[config.mk]
export PLATFORM = sky130hd
export DESIGN_NAME = fetch_pc_sequencer
export DESIGN_NICKNAME = d
export VERILOG_FILES = /design/src/rtl/fetch_pc_sequencer.sv
export SDC_FILE = /design/constraint.sdc
export NUM_CORES = 1
export LEC_CHECK = 0
export ABC_AREA = 1
export CORE_MARGIN = 5
export CORE_UTILIZATION = 51
export CTS_CLUSTER_DIAMETER = 80
export DETAILED_ROUTE_END_ITERATION = 7
export PLACE_DENSITY = 0.77
export SKIP_CTS_REPAIR_TIMING = 1
export SLEW_MARGIN = 10
export SYNTH_ARGS = -nofsm -noshare
export SYNTH_HDL_FRONTEND = slang
export SYNTH_SLANG_ARGS = --single-unit
[constraint.sdc]
create_clock -name I_CLOCK -period 2.4 [get_ports I_CLOCK]
set_input_delay 0.72 -clock I_CLOCK [delete_from_list [all_inputs] [get_ports I_CLOCK]]
set_output_delay 0.72 -clock I_CLOCK [all_outputs]
set_load 0.05 [all_outputs]
[src/rtl/fetch_pc_sequencer.sv]
// fetch_pc_sequencer
//   Fetch-stage program counter sequencer. It issues sequential fetch
//   addresses (PC += 4), holds the PC on stalls, waits out unresolved
//   branches and GPU stalls, and redirects to resolved branch targets.
//   All state updates happen on the falling edge of I_CLOCK.
//
// Ports
//   I_CLOCK             clock; state updates on the falling edge
//   I_RESET             asynchronous active-high reset
//   I_LOCK              pipeline enable; 0 holds the sequencer in IDLE
//   I_BranchStallSignal unresolved branch in decode
//   I_DepStallSignal    register dependency in decode
//   I_GPUStallSignal    GPU stage stalling the pipeline
//   I_BranchAddrSelect  branch taken, target resolved (one-cycle pulse)
//   I_BranchPC[15:0]    resolved branch target
//   O_PC[15:0]          fetch address to instruction memory
//   O_FE_Valid          O_PC is a live fetch address this cycle
//   O_State[2:0]        registered FSM state
//   O_StallCount[7:0]   saturating count of stalled cycles
module fetch_pc_sequencer (
  input  logic        I_CLOCK,
  input  logic        I_RESET,
  input  logic        I_LOCK,
  input  logic        I_BranchStallSignal,
  input  logic        I_DepStallSignal,
  input  logic        I_GPUStallSignal,
  input  logic        I_BranchAddrSelect,
  input  logic [15:0] I_BranchPC,
  output logic [15:0] O_PC,
  output logic        O_FE_Valid,
  output logic [2:0]  O_State,
  output logic [7:0]  O_StallCount
);

  localparam logic [2:0] S_IDLE     = 3'd0;
  localparam logic [2:0] S_RUN      = 3'd1;
  localparam logic [2:0] S_BR_WAIT  = 3'd2;
  localparam logic [2:0] S_GPU_WAIT = 3'd3;
  localparam logic [2:0] S_REDIRECT = 3'd4;

  logic [2:0]  r_state;
  logic [15:0] r_pc;
  logic        r_valid;
  logic [7:0]  r_stall_cnt;

  logic [2:0]  w_state;
  logic [15:0] w_pc;
  logic        w_valid;
  logic        w_stall;

  always_comb begin
    w_state = r_state;
    w_pc    = r_pc;
    w_valid = r_valid;
    if (!I_LOCK) begin
      w_state = S_IDLE;
      w_pc    = '0;
      w_valid = 1'b0;
    end else begin
      case (r_state)
        S_IDLE: begin
          // Branch target pulses are ignored here; the first fetch is PC 0.
          w_state = S_RUN;
          w_pc    = '0;
          w_valid = 1'b1;
        end
        S_RUN, S_BR_WAIT, S_GPU_WAIT, S_REDIRECT: begin
          if (I_BranchAddrSelect) begin
            w_state = S_REDIRECT;
            w_pc    = I_BranchPC;
            w_valid = 1'b0;
          end else if (r_state == S_REDIRECT) begin
            // Target address was loaded last edge; issue it now.
            w_state = S_RUN;
            w_valid = 1'b1;
          end else if (I_GPUStallSignal) begin
            w_state = S_GPU_WAIT;
            w_valid = 1'b0;
          end else if (I_BranchStallSignal) begin
            w_state = S_BR_WAIT;
            w_valid = 1'b0;
          end else if (r_state != S_RUN) begin
            // Leaving a wait state: resume fetch at the held PC.
            w_state = S_RUN;
            w_valid = 1'b1;
          end else if (I_DepStallSignal) begin
            w_valid = 1'b1;
          end else begin
            w_pc    = r_pc + 16'd4;
            w_valid = 1'b1;
          end
        end
        default: begin
          w_state = S_IDLE;
          w_pc    = '0;
          w_valid = 1'b0;
        end
      endcase
    end
  end

  // A cycle is stalled when nothing new is issued: either no valid fetch
  // next cycle, or the same address is presented again.
  assign w_stall = I_LOCK && (r_state != S_IDLE) && (!w_valid || (w_pc == r_pc));

  always_ff @(negedge I_CLOCK or posedge I_RESET) begin
    if (I_RESET) begin
      r_state     <= S_IDLE;
      r_pc        <= '0;
      r_valid     <= 1'b0;
      r_stall_cnt <= '0;
    end else begin
      r_state <= w_state;
      r_pc    <= w_pc;
      r_valid <= w_valid;
      if (w_stall && (r_stall_cnt != 8'hFF))
        r_stall_cnt <= r_stall_cnt + 8'd1;
    end
  end

  assign O_PC         = r_pc;
  assign O_FE_Valid   = r_valid;
  assign O_State      = r_state;
  assign O_StallCount = r_stall_cnt;

endmodule

### After elaboration in Yosys (flattened, before gate mapping)

Index checks and enable logic that the tools add are counted.

* multiplexer cells: 21
* reductions and logical operators: 8
* divide/modulo/power cells: 0
* add/sub/neg operators: 2
* magnitude comparators: 0
* shift-type cells: 0
* multiply operators: 0
* bitwise logic cells: 0
* equal/unequal tests: 8

Operator list (number)
* 16-bit two-way mux: 8
* 3-bit two-way mux: 6
* 16-bit by 3-bit adder with 16-bit output (second input constant): 1
* 16-bit equality test: 1
* 8-bit by 1-bit adder with 8-bit output (second input constant): 1
* 8-bit inequality test (second input constant): 1
* 7-bit inequality test (second input constant): 1
* 3-bit by 2-bit equality test with 1-bit output (second input constant): 2
* 3-bit case mux with 2 select lines: 1
* 1-bit two-way mux: 5
* 4-bit OR reduction: 1
* 3-bit by 1-bit equality test with 1-bit output (second input constant): 1
* 3-bit equality test (second input constant): 1
* 1-bit logical AND: 3
* 3-bit logical NOT: 1
* 3-bit by 1-bit inequality test with 1-bit output (second input constant): 1
* 3-bit nonzero test: 1
* 1-bit case mux with 2 select lines: 1
* 1-bit logical NOT: 1
* 1-bit logical OR: 1

* bits in writable memories: 0
* ROM bits: 0
* word-level logic and storage cells: 43
* register bits: 28
* memories: 0
* bits in latches: 0

### Logic depth before layout (Yosys ltp)

* depth after elaboration: 13
* mapped depth: 18
* gate-level depth less buffers: 18

==> results <==
- The flow ran to the end, but the final reports show violations.
- The final reports fail on negative setup slack.
- After detailed routing, the number of remaining DRC violations is 0.
- CTS built an H-tree with a depth of 1.
- The floorplan core area is 4324 um^2.
- The final sum of negative setup slack is -31.73 ns.
- The detail-routed net length per standard cell is 24.09 um.
- For this design the static power due to leakage is 2.079 nW.
- The number of max-cap violations is 0.
- Walking the worst path, the cells encountered are buf_8, nor2_4, nand3_2, nor2_4, clkbuf_16, nand2_4, nand2_2, nand3_2, nand2_2, nand2_1, nand2_1, nand3_2, nor2_2, nand3_2, nand2_4, nand2_8, nand2_1, nand2_1.
- The clock tree root driver cell is sky130_fd_sc_hd__clkbuf_8.
- The internal power is 1.280 mW.
- The warning count from the yosys run is 0.
- TritonCTS built the clock tree.
- The critical path capture point type is a flip-flop.
- On the final layout, the worst clock skew is 0.01493 ns.
- The via count of the first global-routing pass was 2723.
- The switching power total is 0.9549 mW.
- The count of endpoints failing hold in the final timing report is 0.
- Once placement completed, the tool counted placed cells totaling 507.
- Data on the critical path arrives at its endpoint at 2.71 ns.
- The effective utilization at floorplan is 0.5231.
- Entering global routing, the biggest net connects 19 pins.
- The insertion delay to the later sink of the worst-skew pair is 0.30 ns.
- The area share of the leading cell type in the synthesized netlist is 0.3097.
- The share of the core filled with cells is 0.9546.
- During placement, the flow inserted port buffers numbering 50.
- In the post-synthesis netlist, the biggest area contributors are sky130_fd_sc_hd__dfrtn_1 (31%), sky130_fd_sc_hd__nand2_1 (18%), sky130_fd_sc_hd__nand3_1 (10%).
- A synthesized cell averages 6.557 um^2.
- The placed instances occupy a cell area of 3625 um^2.
- The sequential share of power is 0.270.
- The die covers 5868 um^2.
- The proportion of synthesized chip area in sequential cells is 0.3097.
- Power spread over the standard cell area amounts to 541.5 nW/um^2.
- The startpoint type of the worst setup path is a primary input.
- The largest fanout on the critical path is 8.
- Across all setup checks in the final design, the least slack found is -1.356 ns.
- The worst slew slack as a fraction of its limit is 0.6498.
- Across every metal layer, demand over resource in global routing totals 0.2524.
- Detailed placement finished with a half-perimeter wire length of 5.473 mm.
- The share of total power dissipated in the clock network is 0.181.
- Dividing the detail-routed via count by the number of cells gives 6.668.
- The number of antenna violations at the first check in global routing is 0.
- The data required time at the worst endpoint is 1.35 ns.
- The cell with the largest stage delay on the worst path is sky130_fd_sc_hd__nor2_4.
- The cell count after synthesis is 345.
- The overall power consumption is 2.235 mW.
- The largest vdd supply drop is 0.0006058 V.
- The cell accounting for the most synthesized area is sky130_fd_sc_hd__dfrtn_1.
- In the final layout, the share of cells above drive strength 1 is 0.4491.
- Compared with the post-synthesis result, the final layout area differs by 82.47%.
- The number of nets produced by synthesis is 370.
- The final cell count without fillers is 533.
- The post-layout net count is 507.
- The setup-violating endpoint count in the final report is 54.
- The final RePlAce weighted congestion is 0.8959.
- The proportion of total power due to net switching is 0.4272.
- The die outline height is 76.60 um.
- In this design, the stage delay of the slowest critical-path cell is 0.21 ns.
- Of the total power, combinational logic draws 0.549.
- Clock-pin slew was measured on the worst setup and hold paths at 0.08 ns.
- The number of rows created at floorplan is 24.
- In this run, CTS created clock tree buffers numbering 3.
- The final max-slew violation count was 0.
- After the first detailed-routing iteration, the DRC count stood at 554.
- The wire length of the first global-routing pass is 12.34 mm.
- The pin slew with the least headroom to its limit is 0.5225 ns.
- The number of iterations in the first detailed-routing pass is 6.
- The worst hold path belongs to the class flip-flop to flip-flop.
- In this run, synthesis produced a sequential element count of 28.
- 51 I/O pins were placed.
- The chip width is 76.60 um.
- Global routing finished with a remaining overflow of 0.
- The layout has 111 filler cells.
- Yosys mapped the design onto 23 distinct sky130hd cell types.
- The minimum setup slack after placement is -1.714 ns.
- With fillers left out, the area of the finished cells amounts to 4128 um^2.
- The critical path start-end classification is primary input to flip-flop.
- Setup repair after global routing could not meet its margin everywhere.
- The routed layout has 3554 vias.
- The total inserted antenna cells is 0.
- The area of the mapped netlist is 2262 um^2.
- CTS saw 28 sinks.
- The maximum clock path buffer count is 2.
- Hold timing on the final database bottoms out at a slack of 0.6586 ns.
- The routed wire length is 12.84 mm.
- The remaining antenna violation count after routing is 0.
[Yosys cell counts (all sizes together)]
cell type and n:
dfrtn 28, inv 51, nand2 119, nand4 5, clkbuf 1, buf 4, xnor2 3, nor3 7
o21ai 3, a21oi 4, ha 2, xor2 3, nand3 61, nor2 54
[cells by family (layout without fill, tap and decap cells)]
group           after synthesis  count (layout)  synth area share
simple gates                246             246            0.5387
xor+xnor                      6               6           0.02323
flops                        28              28            0.3097
buf+inv                      56             192            0.1018
fa+ha+maj                     2               2           0.01106
compound gates                7               7           0.01549
[registers in the layout, summed over array words and instances, names as in the netlist]
signal,cells
O_StallCount,8
O_FE_Valid,1
O_PC,16
O_State,3
[worst paths after layout]
| path | from | cells past startpoint | end | slack, ns |
|---|---|---|---|---|
| hold / removal | O_StallCount[4] | 3 | O_StallCount[4] | 0.66 |
| hold reg to reg | O_StallCount[4] | 3 | O_StallCount[4] | 0.66 |
| min in group asynchronous | I_RESET | 3 | O_PC[14] | 1.89 |
| setup / recovery | I_GPUStallSignal | 18 | O_StallCount[6] | -1.36 |
| max in group asynchronous | I_RESET | 3 | O_PC[1] | 0.30 |
| setup reg to reg | O_PC[8] | 17 | O_StallCount[6] | -0.46 |
[final cells by class]
cell class	count	area [um^2]	area share
Clock buffer	3	41.29	0.01000
Timing Repair Buffer	137	1574	0.3813
Inverter	51	200.2	0.04850
Clock inverter	1	30.03	0.007275
Sequential cell	28	700.7	0.1697
Multi-Input combinational cell	261	1516	0.3674
Tap cell	52	65.06	0.01576
[layer usage]
metal,track usage,vias up,share of wire
met3,0.04137,173,0.13
li1,-,1351,-
met4,0.08217,0,0.11
met2,0.4546,448,0.44
met1,0.3021,1582,0.32
met5,0,-,0
[worst max-delay path, delay by kind of cell]
kind | cells | cell delay [ns]
AND/OR/NAND/NOR | 16 | 1.69
buffers and inverters | 2 | 0.29
[power by group through the flow]
stage | combinational (mW) | sequential [mW] | clock [mW]
floorplan | 0.304 | 0.793 | 0
global placement | 0.981 | 0.599 | 0
detailed placement | 1.02 | 0.601 | 0
CTS | 1.02 | 0.593 | 0.390
global route | 1.27 | 0.606 | 0.418
finish | 1.23 | 0.603 | 0.405
[cell usage in the layout (no fill, tap or decap), types with 5 or more instances in the layout]
cell type,instances
sky130_fd_sc_hd__nand2_1,85
sky130_fd_sc_hd__buf_4,72
sky130_fd_sc_hd__inv_1,41
sky130_fd_sc_hd__nor2_1,38
sky130_fd_sc_hd__nand3_1,34
sky130_fd_sc_hd__buf_12,33
sky130_fd_sc_hd__dfrtn_1,28
sky130_fd_sc_hd__nand2_2,26
sky130_fd_sc_hd__nand3_2,25
sky130_fd_sc_hd__clkdlybuf4s50_1,15
sky130_fd_sc_hd__nor2_2,10
sky130_fd_sc_hd__buf_6,10
sky130_fd_sc_hd__nand2_4,7
sky130_fd_sc_hd__inv_2,7
sky130_fd_sc_hd__nor2_4,6
sky130_fd_sc_hd__nor3_1,5
sky130_fd_sc_hd__nand4_1,5
Power figures use the tool's default switching activity.
